[config.mk]
export PLATFORM = sky130hd
export DESIGN_NAME = prog_loader
export DESIGN_NICKNAME = d
export VERILOG_FILES = /design/src/rtl/prog_loader.sv
export SDC_FILE = /design/constraint.sdc
export NUM_CORES = 1
export LEC_CHECK = 0
export ABC_CLOCK_PERIOD_IN_PS = 1900
export BUFFER_PORTS_ARGS = -buffer_cell sky130_fd_sc_hd__buf_2
export CAP_MARGIN = 25
export CORE_ASPECT_RATIO = 1.4
export CORE_MARGIN = 1.5
export CORE_UTILIZATION = 51
export CTS_CLUSTER_DIAMETER = 50
export CTS_CLUSTER_SIZE = 20
export DETAILED_ROUTE_END_ITERATION = 8
export HOLD_SLACK_MARGIN = 0.15
export PLACE_DENSITY = 0.72
export SLEW_MARGIN = 10
export SYNTH_ARGS = -nofsm -noshare
export SYNTH_HDL_FRONTEND = slang
export SYNTH_SLANG_ARGS = --single-unit
[constraint.sdc]
create_clock -name clk -period 1.9 [get_ports clk]
set_input_delay 0.475 -clock clk [delete_from_list [all_inputs] [get_ports clk]]
set_output_delay 0.475 -clock clk [all_outputs]
set_load 0.03 [all_outputs]
[src/rtl/prog_loader.sv]
// prog_loader: loads a framed, XOR-checked byte stream into instruction memory
// and releases the CPU from reset only after a clean frame.
module prog_loader #(
   parameter int          ADDR_SIZE = 8,
   parameter int          INST_SIZE = 16,
   parameter logic [7:0]  SYNC_BYTE = 8'hA5
) (
   input  logic                 clk,
   input  logic                 rst,
   input  logic [7:0]           rx_data,
   input  logic                 rx_valid,
   output logic                 rx_ready,
   output logic [ADDR_SIZE-1:0] mem_addr,
   output logic [INST_SIZE-1:0] mem_data,
   output logic                 mem_we,
   output logic                 cpu_hold,
   output logic                 done,
   output logic                 error
);
   localparam int NW = ADDR_SIZE + 1;
   typedef enum logic [2:0] {S_SYNC, S_LEN, S_HI, S_LO, S_WR, S_CHK, S_DONE, S_ERR} state_t;
   state_t state, nxt;
   logic [NW-1:0]        n, count, count_nx, len_n;
   logic [ADDR_SIZE-1:0] addr;
   logic [7:0]           hi, lo, chk;
   logic                 acc;
   assign acc      = rx_valid && rx_ready;
   assign count_nx = count + 1'b1;
   // LEN of zero encodes a full 256-instruction image
   assign len_n    = (rx_data == 8'd0) ? NW'(256) : NW'(rx_data);
   assign rx_ready = !(state inside {S_WR, S_DONE});
   assign mem_we   = state == S_WR;
   assign mem_addr = addr;
   assign mem_data = {hi, lo};
   assign cpu_hold = state != S_DONE;
   assign done     = state == S_DONE;
   assign error    = state == S_ERR;
   always_comb begin
      nxt = state;
      case (state)
         S_SYNC, S_ERR: nxt = (acc && rx_data == SYNC_BYTE) ? S_LEN : state;
         S_LEN:         nxt = acc ? S_HI : state;
         S_HI:          nxt = acc ? S_LO : state;
         S_LO:          nxt = acc ? S_WR : state;
         S_WR:          nxt = (count_nx == n) ? S_CHK : S_HI;
         S_CHK:         nxt = acc ? ((rx_data == chk) ? S_DONE : S_ERR) : state;
         default:       nxt = state;
      endcase
   end
   always_ff @(posedge clk or posedge rst) begin
      if (rst) begin
         state <= S_SYNC;
         n     <= '0;
         count <= '0;
         addr  <= '0;
         hi    <= '0;
         lo    <= '0;
         chk   <= '0;
      end else begin
         state <= nxt;
         if (state == S_LEN && acc) begin
            n     <= len_n;
            chk   <= rx_data;
            addr  <= '0;
            count <= '0;
         end
         if (state == S_HI && acc) begin
            hi  <= rx_data;
            chk <= chk ^ rx_data;
         end
         if (state == S_LO && acc) begin
            lo  <= rx_data;
            chk <= chk ^ rx_data;
         end
         if (state == S_WR) begin
            addr  <= addr + 1'b1;
            count <= count_nx;
         end
      end
   end
endmodule

# == Word-level counts from Yosys, hierarchy flattened ==
# Cells that the tools add are included.
# classes
addsub,2
mul,0
div_mod_pow,0
magnitude_cmp,0
eq_ne,16
n_shift,0
muxes,16
bitwise,1
n_reduce_logical,14
# op_table
operator,count
$mux 8,5
$mux 9,3
$mux 3,6
$pmux 3 s6,1
$eq 3x3->1 const B,4
$ne 2x2->1 const B,5
$add 9x1->9 const B,1
$eq 9x9->1,1
$add 8x1->8 const B,1
$eq 8x8->1,1
$eq 8x8->1 const B,1
$logic_not 8->1,1
$xor 8x8->8,1
$eq 3x2->1 const B,2
$reduce_and 6->1,1
$reduce_bool 6->1,1
$logic_and 1x1->1,5
$reduce_bool 2->1,2
$eq 3x1->1 const B,1
$logic_not 3->1,1
$ne 3x3->1 const B,1
$reduce_bool 3->1,1
$reduce_or 2->1,1
$logic_not 1->1,1
$mux 1,1
# word_totals
regBits,53
latch_bits,0
ramBits,0
mem_bits_ro,0
output_inout_bits,29
wordCells,56
memories,0

# == Longest topological paths before layout ==
# logic_depth
depth_word,8
ltp_mapped,9

# == Worst setup path after synthesis ==
# Ideal clock, no wire load.
# synth_path
kind,reg-to-reg
startpoint,reg count[0]
endpoint,reg state[1]
setup_ns,0.124
t_arrival_ns,1.644
path_slack_ns,0.132
path_stages_with_launch,7
cell_sequence,dfrtp_1 > ha_1 > nand3_1 > or3_1 > nand3_1 > nand4_2 > a211o_1
# synth_via
elab_chain_len,4
# synth_rtl
item,line,text
from (decl),23,"logic [NW-1:0] n, count, count_nx, len_n;"
from (signal assigned),77,count <= count_nx;
$add 9x1->9,28,assign count_nx = count + 1'b1;
$eq 9x9->1,45,S_WR: nxt = (count_nx == n) ? S_CHK : S_HI;
$mux 3,45,
$pmux 3 s6,40,case (state)
to (signal assigned),60,state <= nxt;
to (decl),22,"state_t state, nxt;"
# No other way between the ends.
# A chain may end at the register's enable or synchronous reset.

# == Final worst setup path ==
# layout_path
startpoint,reg state[2]
endpoint,out mem_we
# layout_via
elab_chain_len,1
# layout_rtl
item,line,text
$eq 3x3->1,32,assign mem_we = state == S_WR;
to (decl),15,"output logic mem_we,"
# No other way between the ends.

==> summary.txt <==
die height: 90.18 µm
cts hold-fix bufs: 0
Starting Density: 53.27%
internal cell power: 2647 µW
flops & latches, synth: 53
min Tclk post-route: 1.826 ns
Register Area: 1329 µm²
gr ovfl total: 0
Multi-input gate area: 1339 µm²
max cap viols: 0
CTS tree: done
most common cell after layout, fill and taps aside: dfrtp_1
most frequent cells in the layout: dfrtp_1, buf_2, mux2_2, nand2_1
global-route wire length before repair: 9.494 mm
sequential power share: 44.8%
final worst-path cycle share: 96.12%
final core occ: 61.17%
IO buf count: 39
syn_nets: 282
outcome: finished clean
CTS sink count: 53
Max Slew Vio Count: 0
Hold Fails Final Rpt: 0
RePlAce Congestion: 0.8579
Hold WS: 0.1945 ns
I/O pin total: 40
FFs w/ async S/R, synth: 100.0%
number of synthesized flops with an enable pin: 0
area delta synth->final: 14.82%
logic gate share of total power: 39.1%
Max clock buf depth: 2
Main synth FF type: dfrtp_1
WL per Instance: 14.59 µm
top cells by area, synth: dfrtp_1, mux2_2, xor2_1
Pleak: 0.001469 µW
CORE AREA: 5197 µm²
post-synth cell types: 49
clk_lat worst skew: 0.30 ns
crit path kind: reg -> out
htree depth: 2
Pre-antenna DRT Iters: 4
Max-slew headroom: 73.44%
initial antenna violation count: 0
Mapped Avg Cell Area: 10.29 µm²
Inserted Clock Buffers: 5
routed vias: 2,117
DRC: 0
CTS clk-pin slew, worst paths: 0.10 ns
clock share of power: 16.0%
WL final: 5.487 mm
Initial DRC Count: 124
crit path DAT: 1.35 ns
Hold Path Class: in -> async
FP Rows: 31
Power Dens Cells: 1397 nW/µm²
dpl hpwl: 4.048 mm
Setup crit start kind: flop
Die ar.: 5887 µm²
switching part of the total: 40.40%
fin nets: 322
fillers: 481
area of the mapped netlist: 2769 µm²
final setup skew: 0.008740 ns
Max Clk Rate: 547.6 MHz
leading area contributor after synthesis: dfrtp_1
CP endpoint kind: primary output
number of global-route vias before repair: 2,028
CP max FO: 8
Peak supply drop: 0.8620 mV
Worst-Margin Slew: 0.3980 ns
die width: 65.28 µm
DP Area: 3057 µm²
Vias/cell: 5.630
Syn Inst Count: 269
RSZ-0062 raised after global routing: yes
Worst R2R Setup Slack: 0.15 ns
Synth top area share: 47.90%
Final Setup Violations: 0
ANT cells: 0
P_sw: 1795 µW
layout cells sized above 1: 31.61%
largest net degree at the start of global routing: 54
sequential area share after synthesis: 47.90%
Worst Path Required: 1.42 ns
Total Routing Usage GR: 20.26%
YS warnings: 0
Final ANT Viol Nets: 0
clock root buffer: clkbuf_8
finished layout cell area: 3179 µm²
## kinds of logic after synthesis
logic type / share of synthesized area, %
buffers and inverters: 4.293
muxes: 10.48
adders and majority gates: 0.9036
and+or+nand+nor: 15.91
AOI/OAI and AO/OA: 13.65
xor gates and xnor gates: 6.868
DFF: 47.90
## path summary, 6_finish.rpt
path	start	cells past startpoint	end
setup / recovery	state[2]	4	mem_we
hold / removal	rst	3	lo[0]
setup reg to reg	count[0]	6	state[1]
hold reg to reg	mem_addr[7]	1	mem_addr[7]
max in group asynchronous	rst	3	state[2]
min in group clk	rx_data[1]	2	chk[1]
## synth_stat cells, types with 2 or more instances
cell type,instances
dfrtp_1,53
clkbuf_2,2
nor3b_1,3
buf_6,2
o21ai_1,6
o211ai_1,4
mux2_2,24
a211o_1,2
a311oi_1,3
or3_1,2
nor2b_1,4
nand3_1,14
clkbuf_1,8
and3_1,6
nor2_1,8
inv_1,5
a21oi_1,19
ha_1,2
nand2_1,20
o21ai_0,19
nor4_1,3
xnor2_1,7
buf_2,6
mux2i_1,2
nor3_1,4
a22o_1,2
nand4_1,3
o31ai_1,2
xor2_1,12
and2_1,3
## power groups by stage
stage	Clock [µW]	Combinational [µW]	Sequential (µW)
6_report	712	1740	1990
3_3_place_gp	0	1700	1990
5_1_grt	760	1880	2070
4_1_cts	727	1760	1990
3_5_place_dp	0	1750	2010
2_1_floorplan	0	885	2380
## routing by layer
layer	track usage [%]	vias up	share of wire, %
li1	-	1040	-
met4	6.424	0	1.7
met5	0	-	0
met3	2.253	7	2.8
met2	35.37	40	52
met1	25.85	1030	44
## state kept, by name, summed over array words and instances, names as in the netlist
name,flops
n,9
chk,8
lo,8
state,3
count,9
mem_addr,8
hi,8
## worst max-delay path, cell delays in order (launching register included)
cell and delay, ns:
dfrtp_2 0.44, nor2b_4 0.24, nand2b_4 0.10, inv_1 0.08, buf_2 0.19
## area by class of cell
class / instances / area share (%)
Clock buffer: 7 / 3.030
Clock inverter: 1 / 0.2755
Inverter: 5 / 0.5903
Multi-Input combinational cell: 192 / 42.11
Sequential cell: 53 / 41.79
Tap cell: 66 / 2.597
Timing Repair Buffer: 52 / 9.603
## what timing repair did
item,CTS,global route
buffers inserted,0,0
endpoints found under the setup margin,1,3
hold endpoints to repair,0,0
gates resized for setup,2,3
gates cloned,0,0
pin swaps,0,1
## per-stage QoR
stage / TNS [ns] / setup WS (ns) / power, µW / instances
2_1_floorplan: 0 / 0.1317 / 3263 / 269
3_3_place_gp: 0 / 0.1123 / 3691 / 368
3_5_place_dp: 0 / 0.08029 / 3760 / 368
4_1_cts: 0 / 0.001553 / 4471 / 376
5_1_grt: -0.03006 / -0.03006 / 4710 / 376
6_report: 0 / 0.07374 / 4442 / 376
(Power assumes the default switching activity.)
